[src/rtl/exp_block_align_sched_if.sv]
// Handshake bundle between the activation fetch stage, the alignment scheduler
// and the mantissa shifters: a group input channel and a replay output channel.
interface exp_block_align_sched_if #(
   parameter int EXP_W = 5
);
   logic               in_valid;
   logic               in_ready;
   logic [4*EXP_W-1:0] in_exp;
   logic               in_last;
   logic               out_valid;
   logic               out_ready;
   logic [4*EXP_W-1:0] out_shift;
   logic [EXP_W-1:0]   out_max_exp;
   logic [3:0]         out_sel;
   logic               out_last;

   modport master (
      output in_valid, in_exp, in_last, out_ready,
      input  in_ready, out_valid, out_shift, out_max_exp, out_sel, out_last
   );

   modport slave (
      input  in_valid, in_exp, in_last, out_ready,
      output in_ready, out_valid, out_shift, out_max_exp, out_sel, out_last
   );
endinterface

[src/rtl/exp_block_align_sched.sv]
// Block-floating-point alignment scheduler: buffers groups of four exponents,
// tracks the block maximum, then replays each group with per-lane shift amounts.
module exp_block_align_sched #(
   parameter int DEPTH = 8,
   parameter int EXP_W = 5
) (
   input  logic                    clk,
   input  logic                    rst_n,
   exp_block_align_sched_if.slave  bus,
   output logic                    busy
);
   localparam int CW = $clog2(DEPTH + 1);
   localparam int AW = (DEPTH > 1) ? $clog2(DEPTH) : 1;

   typedef enum logic [1:0] {IDLE, ACCUM, REPLAY} state_t;

   state_t             state;
   state_t             state_next;
   logic [4*EXP_W-1:0] buffer [DEPTH];
   logic [CW-1:0]      wr_cnt;
   logic [CW-1:0]      rd_idx;
   logic [EXP_W-1:0]   run_max;

   logic               accept;
   logic               emit;
   logic               close_block;
   logic               replay_last;
   logic [CW-1:0]      wr_cnt_next;
   logic [EXP_W-1:0]   lane [4];
   logic [EXP_W-1:0]   rd_lane [4];
   logic [EXP_W-1:0]   max01;
   logic [EXP_W-1:0]   max23;
   logic [EXP_W-1:0]   grp_max;
   logic [EXP_W-1:0]   new_max;
   logic [4*EXP_W-1:0] rd_data;

   assign bus.in_ready = rst_n && (state == IDLE || state == ACCUM);
   assign accept       = bus.in_valid && bus.in_ready;
   assign emit         = bus.out_valid && bus.out_ready;
   assign busy         = (state != IDLE);
   assign rd_data      = buffer[rd_idx[AW-1:0]];
   assign replay_last  = (rd_idx == wr_cnt - CW'(1));

   // Group max as a two-level tournament; ">=" lets the higher lane win ties.
   always_comb begin
      for (int i = 0; i < 4; i++) begin
         lane[i]    = bus.in_exp[i*EXP_W +: EXP_W];
         rd_lane[i] = rd_data[i*EXP_W +: EXP_W];
      end
      max01       = (lane[1] >= lane[0]) ? lane[1] : lane[0];
      max23       = (lane[3] >= lane[2]) ? lane[3] : lane[2];
      grp_max     = (max23 >= max01) ? max23 : max01;
      new_max     = (state == IDLE || grp_max > run_max) ? grp_max : run_max;
      wr_cnt_next = (state == IDLE) ? CW'(1) : wr_cnt + CW'(1);
      close_block = bus.in_last || (wr_cnt_next == CW'(DEPTH));
   end

   always_comb begin
      state_next = state;
      case (state)
         IDLE, ACCUM: if (accept) state_next = close_block ? REPLAY : ACCUM;
         REPLAY:      if (emit && replay_last) state_next = IDLE;
         default:     state_next = IDLE;
      endcase
   end

   // Outputs stay zero outside REPLAY; the highest matching lane wins out_sel.
   always_comb begin
      bus.out_valid   = 1'b0;
      bus.out_shift   = '0;
      bus.out_max_exp = '0;
      bus.out_sel     = '0;
      bus.out_last    = 1'b0;
      if (state == REPLAY) begin
         bus.out_valid   = 1'b1;
         bus.out_max_exp = run_max;
         bus.out_last    = replay_last;
         for (int i = 0; i < 4; i++) begin
            bus.out_shift[i*EXP_W +: EXP_W] = run_max - rd_lane[i];
            if (rd_lane[i] == run_max) begin
               bus.out_sel    = '0;
               bus.out_sel[i] = 1'b1;
            end
         end
      end
   end

   always_ff @(posedge clk) begin
      if (!rst_n) state <= IDLE;
      else        state <= state_next;
   end

   always_ff @(posedge clk) begin
      if (!rst_n) begin
         wr_cnt  <= '0;
         rd_idx  <= '0;
         run_max <= '0;
      end else begin
         if (accept) begin
            wr_cnt  <= wr_cnt_next;
            run_max <= new_max;
         end
         if (emit) begin
            if (replay_last) begin
               wr_cnt  <= '0;
               rd_idx  <= '0;
               run_max <= '0;
            end else begin
               rd_idx <= rd_idx + CW'(1);
            end
         end
      end
   end

   // Group storage carries no reset; entries are only read after being written.
   always_ff @(posedge clk) begin
      if (accept) buffer[wr_cnt[AW-1:0]] <= bus.in_exp;
   end
endmodule

[src/flat_wrapper.sv]
// flat-port wrapper written by rule: the top's interface ports become plain ports
module exp_block_align_sched_flat 
#(
   parameter int DEPTH = 8,
   parameter int EXP_W = 5
)
  (clk, rst_n, busy, bus_in_valid, bus_in_exp, bus_in_last, bus_out_ready, bus_in_ready, bus_out_valid, bus_out_shift, bus_out_max_exp, bus_out_sel, bus_out_last);
  exp_block_align_sched_if #(.EXP_W(EXP_W)) bus_i ();
  input  logic clk;
  input  logic rst_n;
  output logic busy;
  input wire logic [$bits(bus_i.in_valid)-1:0] bus_in_valid;
  input wire logic [$bits(bus_i.in_exp)-1:0] bus_in_exp;
  input wire logic [$bits(bus_i.in_last)-1:0] bus_in_last;
  input wire logic [$bits(bus_i.out_ready)-1:0] bus_out_ready;
  output wire logic [$bits(bus_i.in_ready)-1:0] bus_in_ready;
  output wire logic [$bits(bus_i.out_valid)-1:0] bus_out_valid;
  output wire logic [$bits(bus_i.out_shift)-1:0] bus_out_shift;
  output wire logic [$bits(bus_i.out_max_exp)-1:0] bus_out_max_exp;
  output wire logic [$bits(bus_i.out_sel)-1:0] bus_out_sel;
  output wire logic [$bits(bus_i.out_last)-1:0] bus_out_last;
  assign bus_i.in_valid = bus_in_valid;
  assign bus_i.in_exp = bus_in_exp;
  assign bus_i.in_last = bus_in_last;
  assign bus_i.out_ready = bus_out_ready;
  assign bus_in_ready = bus_i.in_ready;
  assign bus_out_valid = bus_i.out_valid;
  assign bus_out_shift = bus_i.out_shift;
  assign bus_out_max_exp = bus_i.out_max_exp;
  assign bus_out_sel = bus_i.out_sel;
  assign bus_out_last = bus_i.out_last;
  exp_block_align_sched #(.DEPTH(DEPTH), .EXP_W(EXP_W)) u_core (.clk(clk), .rst_n(rst_n), .bus(bus_i), .busy(busy));
endmodule
[config.mk]
export PLATFORM = sky130hd
export DESIGN_NAME = exp_block_align_sched_flat
export DESIGN_NICKNAME = d
export VERILOG_FILES = /design/src/rtl/exp_block_align_sched_if.sv /design/src/rtl/exp_block_align_sched.sv /design/src/flat_wrapper.sv
export SDC_FILE = /design/constraint.sdc
export NUM_CORES = 1
export LEC_CHECK = 0
export ABC_CLOCK_PERIOD_IN_PS = 12010
export CAP_MARGIN = 5
export CORE_ASPECT_RATIO = 1.2
export CORE_MARGIN = 2
export CORE_UTILIZATION = 55
export CTS_CLUSTER_SIZE = 12
export DETAILED_ROUTE_END_ITERATION = 8
export PLACE_DENSITY = 0.75
export REMOVE_ABC_BUFFERS = 1
export SYNTH_ARGS = -nofsm -noshare
export SYNTH_HDL_FRONTEND = slang
export SYNTH_SLANG_ARGS = --single-unit
[constraint.sdc]
create_clock -name clk -period 12.01 [get_ports clk]
set_input_delay 2.402 -clock clk [delete_from_list [all_inputs] [get_ports clk]]
set_output_delay 2.402 -clock clk [all_outputs]
set_load 0.02 [all_outputs]
== Yosys cells after proc, flatten, opt, wreduce, memory -nomap -nowiden ==
Memory sizes are Yosys's and may differ from the RTL's. A register that Yosys moved wholly into a read port is not among the register bits.
Cells that the tools add are included.
W data, S select, Z words.

* Bits in registers: 15
* Bits in writable memories: 160
* Bits of input ports: 25
* Output and inout port bits: 33
* Word-level logic and storage cells: 66
* Memories kept: 1

{| class="wikitable"
|+ Memory list
! memory !! depth !! bits a word !! read ports !! clocked after Yosys merged registers in !! wr ports !! line !! RTL
|-
| u_core.buffer || 8 || 20 || 1 || 1 || 1 || exp_block_align_sched.sv:19 || <nowiki>logic [4*EXP_W-1:0] buffer [DEPTH];</nowiki>
|}

* $add $sub $neg: 7
* Order comparisons: 4
* Eq/ne operators: 10
* Multiplexer cells: 29
* Reductions and logical operators: 11

{| class="wikitable"
|+ Operators with widths
! cell !! number
|-
| $mux W5 || 8
|-
| $mux W4 || 7
|-
| $eq A5 B5 Y1 || 4
|-
| $mux W20 || 1
|-
| $sub A5 B5 Y5 || 4
|-
| $ge A5 B5 Y1 || 3
|-
| $mux W3 || 3
|-
| $add A4 B1 Y4 const B || 2
|-
| $mux W2 || 4
|-
| $gt A5 B5 Y1 || 1
|-
| $mux W1 || 5
|-
| $eq A4 B4 Y1 || 1
|-
| $eq A4 B4 Y1 const B || 1
|-
| $logic_and A1 B1 Y1 || 4
|-
| $ne A2 B1 Y1 const B || 2
|-
| $pmux W2 S2 || 1
|-
| $sub A4 B1 Y4 const B || 1
|-
| $logic_or A1 B1 Y1 || 3
|-
| $eq A2 B1 Y1 const B || 1
|-
| $eq A2 B2 Y1 const B || 1
|-
| $logic_not A2 Y1 || 1
|-
| $reduce_and A2 Y1 || 1
|-
| $reduce_bool A2 Y1 || 1
|-
| $reduce_or A2 Y1 || 1
|}

== Depth between registers and ports, before layout ==
* Word-level depth: 10
* Depth in mapped cells: 19
* Depth with buffers taken out: 18

== Least setup slack after synthesis ==
No wires, ideal clock.

* Kind: input to register
* Start: input port bus_in_exp[14]
* End: register u_core.run_max[0]
* Library setup time: 0.139 ns
* Data arrival time: 6.176 ns
* Required time: 11.871 ns
* Setup slack: 5.694 ns
* Stages on the path: 18
* Buffers on the path: 1
* Cell sequence: inv_1 -> ha_1 -> a21oi_1 -> a21bo_2 -> buf_2 -> a21o_1 -> ha_1 -> a21o_1 -> a21o_1 -> a221o_1 -> a221oi_1 -> nor2_1 -> ha_1 -> nand3_1 -> o21bai_1 -> a311o_1 -> o211ai_1 -> o32ai_1

* Word-level cells in the longest chain between the ends: 10

{| class="wikitable"
|+ RTL lines
! element !! line !! RTL
|-
| from (decl) || flat_wrapper.sv:13 || <nowiki>input wire logic [$bits(bus_i.in_exp)-1:0] bus_in_exp;</nowiki>
|-
| $ge A5 B5 Y1 || exp_block_align_sched.sv:51 || <nowiki>max23 = (lane[3] >= lane[2]) ? lane[3] : lane[2];</nowiki>
|-
| $mux W5 * || exp_block_align_sched.sv:51 ||
|-
| $ge A5 B5 Y1 || exp_block_align_sched.sv:52 || <nowiki>grp_max = (max23 >= max01) ? max23 : max01;</nowiki>
|-
| $mux W5 * || exp_block_align_sched.sv:52 ||
|-
| $gt A5 B5 Y1 || exp_block_align_sched.sv:53 || <nowiki>new_max = (state == IDLE || grp_max > run_max) ? grp_max : run_max;</nowiki>
|-
| $logic_or A1 B1 Y1 || exp_block_align_sched.sv:53 ||
|-
| $mux W5 * || exp_block_align_sched.sv:53 ||
|-
| $mux W5 * || exp_block_align_sched.sv:99 || <nowiki>if (accept) begin</nowiki>
|-
| $mux W5 || exp_block_align_sched.sv:104 || <nowiki>if (replay_last) begin</nowiki>
|-
| $mux W5 * || exp_block_align_sched.sv:103 || <nowiki>if (emit) begin</nowiki>
|-
| to (signal assigned) || exp_block_align_sched.sv:101 || <nowiki>run_max <= new_max;</nowiki>
|-
| to (decl) || exp_block_align_sched.sv:22 || <nowiki>logic [EXP_W-1:0] run_max;</nowiki>
|}

Every way passes the cells marked *; elsewhere a longest branch is shown, timed or not.
A chain may end at the register's enable or synchronous reset.

== Worst setup path after layout ==
* Start: input port bus_in_exp[3]
* End: register u_core.run_max[2]

* Word-level cells in the longest chain between the ends: 10

{| class="wikitable"
|+ RTL lines
! element !! line !! RTL
|-
| $ge A5 B5 Y1 || exp_block_align_sched.sv:50 || <nowiki>max01 = (lane[1] >= lane[0]) ? lane[1] : lane[0];</nowiki>
|-
| $mux W5 * || exp_block_align_sched.sv:50 ||
|-
| $ge A5 B5 Y1 || exp_block_align_sched.sv:52 ||
|-
| $mux W5 * || exp_block_align_sched.sv:52 ||
|-
| $gt A5 B5 Y1 || exp_block_align_sched.sv:53 ||
|-
| $logic_or A1 B1 Y1 || exp_block_align_sched.sv:53 ||
|-
| $mux W5 * || exp_block_align_sched.sv:53 ||
|-
| $mux W5 * || exp_block_align_sched.sv:99 ||
|-
| $mux W5 || exp_block_align_sched.sv:104 ||
|-
| $mux W5 * || exp_block_align_sched.sv:103 ||
|}

Marked as above.

==> impl_results.md <==
- CTS tree: yes
- Post-CTS Resized: 0
- GPL Wtd Cong: 0.889
- Final Max Slew Viols: 0
- Reg2reg end: u_core.run_max[2]
- CP endpoint: u_core.run_max[2]
- Initial DRT Pass Iterations: 5
- Slew margin rel.: 0.253
- RSZ-0062 raised after global routing: no
- Post-synth EDFFs: 160
- CP Max Fanout: 10
- Total track usage: 0.237
- DIE WIDTH: 116 um
- Crit path from: bus_in_exp[3]
- Worst-skew pair later-pin latency: 0.42 ns
- Endpoints failing setup: 0
- Mean area per synthesized cell: ~16 um^2
- First-pass GRT wire length: 27900 um
- Drt wl/cell: 22.3 um
- WHS Path Cells: 2
- Data required, critical path: 12.28 ns
- R2R setup slack: 9.10 ns
- Clock skew: around 0.0063 ns
- Fin Hold WS: 0.503 ns
- Ys flop type: edfxtp_1
- Postcts setup bufs: 0
- Die area: 16100 um^2
- Initial core utilization: 0.558
- Post-DRT Antenna Nets: 0
- Outcome: finished, final reports clean
- Grt ovf: 0
- Worst-path clk slew: 0.07 ns
- CTS Buffer Depth: 2
- Ant diodes: 0
- Reg2Reg Depth: 5
- Final hold violations: 0
- Largest net degree at the start of global routing: 41
- DRT iter0 DRCs: 493
- # H-tree levels: 4
- Dpl hpwl: 11500 um
- Clock Sinks: approximately 180
- Non-Filler Instances: between 800 and 900
- IO Pins: slightly below 60
- FFs w/ async S/R, synth: 0
- Vias in the first global route: ~5000
- I/O Buffers: 57
- Core utilization of the finished layout: 0.655
- Kind of critical path: in -> reg
- Placed cell count: 784
- #FFs+latches synth: about 180
- HP Class: reg -> reg
- CTS Hold Bufs: 0
- LEAKAGE: about 3.3 nW
- Initial antenna violation count: 0
- Startpoint class of the critical path: input pin
- Root Buffer: clkbuf_16
- Core area: 14900 um^2
- Row cnt: 49
- Post-route DRC violation count: 0
- Min cycle time layout: roughly 7.3 ns
- Final setup TNS: 0 ns
- Total CTS buffers: 17
- Synth Instances: around 530
- Final net count: 667
- Area Growth Syn to Fin: 17.2%
- Reg-to-reg startpoint: u_core.state[0]
- Post-synthesis cell area: 8320 um^2
- Power Density: 151 nW/um^2
- Crit path DAT: 7.59 ns
- Vias post-DR: 4966
- Drt total wl: 18100 um
- Pin slew with the least headroom to its limit: 1.12 ns
- Max VDD drop: 0.0761 mV
- Number of max-cap violations: 0
- Drt via density: between 6 and 7
- Fin crit share: 0.610
- Yosys cell types: 52
- Cell area after layout: 9750 um^2
- Post-synthesis sequential area ratio: 0.621
- Endpoint type of the worst setup path: flop
- Layout cells sized above 1: 0.159
- Area after DPL: 9180 um^2
- FMAX: about 140 MHz
- Yosys warns: 0
- Die Span Y: about 140 um
## layer usage
layer	wire [um]	track usage	up-vias
met1	7540	0.317	2531
met2	9160	0.384	166
met5	0	0	-
met3	928	0.0363	37
li1	-	-	2232
met4	509	0.104	0
## synthesized netlist by cell type, drive strengths merged, types with 4 or more instances
cell / number / area share
o21ai: 7 / 0.0042
nor2: 40 / 0.018
o32ai: 5 / 0.0053
a221oi: 6 / 0.0071
mux2i: 16 / 0.019
nand3: 6 / 0.0036
and2: 11 / 0.0083
mux2: 4 / 0.0054
buf: 9 / 0.0062
mux4: 40 / 0.11
xor2: 7 / 0.0074
a21o: 16 / 0.014
inv: 22 / 0.0099
fa: 4 / 0.0096
a21oi: 22 / 0.013
nand2: 19 / 0.0086
xnor2: 16 / 0.017
a211oi: 5 / 0.0045
ha: 39 / 0.059
nor4: 6 / 0.0053
nand4: 5 / 0.0038
a22oi: 4 / 0.0036
clkbuf: 12 / 0.0054
nor3: 9 / 0.0054
dfxtp: 18 / 0.043
edfxtp: 160 / 0.58
## flip-flops by register name, indices dropped and copies added, names as in the netlist, named ones only
signal          cells
u_core.rd_idx       4
u_core.run_max      5
u_core.buffer     160
u_core.state        2
u_core.wr_cnt       4
## worst min-delay path by stage
| stage | from | end | slack, ns |
|---|---|---|---|
| 2_1_floorplan | u_core.rd_idx[3] | u_core.rd_idx[3] | 0.47 |
| 3_3_place_gp | u_core.rd_idx[3] | u_core.rd_idx[3] | 0.49 |
| 3_5_place_dp | u_core.rd_idx[3] | u_core.rd_idx[3] | 0.49 |
| 4_1_cts | u_core.rd_idx[3] | u_core.rd_idx[3] | 0.50 |
| 5_1_grt | u_core.rd_idx[3] | u_core.rd_idx[3] | 0.54 |
| 6_report | u_core.rd_idx[3] | u_core.rd_idx[3] | 0.50 |
## report_power, final
part	switching [mW]	internal [mW]
combinational	0.125	0.0981
clock	0.239	0.309
sequential	0.0151	0.685
total	0.378	1.09
## per-stage QoR
stage	total power, mW	setup WS (ns)
floorplan	0.860	5.73
global placement	0.923	4.76
detailed placement	0.934	4.34
CTS	1.48	4.77
global route	1.53	4.32
finish	1.47	4.69
## worst max-delay path: stages
cell and delay (ns):
clkdlybuf4s50_1 0.66, inv_1 0.08, ha_1 0.33, a21o_1 0.19
a21oi_1 0.30, o21ai_1 0.32, a22oi_1 0.27, ha_1 0.28
a21o_1 0.17, a21o_1 0.21, a221o_1 0.42, a221oi_1 0.39
nor2_1 0.10, ha_1 0.30, nand3_1 0.09, o21bai_1 0.16
a311o_1 0.44, o211ai_1 0.28, o32ai_1 0.20
## kinds of logic after synthesis
family	Yosys count	synth area share
compound gates	79	0.0669
xor+xnor	24	0.0271
fa+ha+maj	43	0.0683
buf+inv	44	0.0220
flops	178	0.621
mux	60	0.134
simple gates	106	0.0608
## cell usage in the layout, fill, tap and decap left out, types with 16 or more instances in the layout
| master | synthesis | layout |
|---|---|---|
| inv_1 | 22 | 22 |
| xnor2_1 | 16 | 16 |
| clkbuf_16 | 0 | 17 |
| edfxtp_1 | 160 | 160 |
| clkdlybuf4s50_1 | 0 | 57 |
| ha_1 | 39 | 39 |
| mux2i_1 | 16 | 16 |
| dfxtp_1 | 18 | 16 |
| mux4_2 | 37 | 37 |
| a21oi_1 | 22 | 22 |
| nor2_1 | 40 | 39 |
| nand2_1 | 19 | 19 |
| a21o_1 | 16 | 16 |
## layout make-up
| type | count | area, um^2 |
|---|---|---|
| flip-flops and latches | 178 | 5170 |
| multi-input cells | 312 | 3020 |
| fillers | 1026 | 5140 |
| well taps | 204 | 255 |
| repair buffers | 67 | 646 |
| clock inverters | 14 | 154 |
| inverters | 23 | 86.3 |
| clock buffers | 17 | 425 |
No activity file was read; power rests on OpenSTA's default activity.
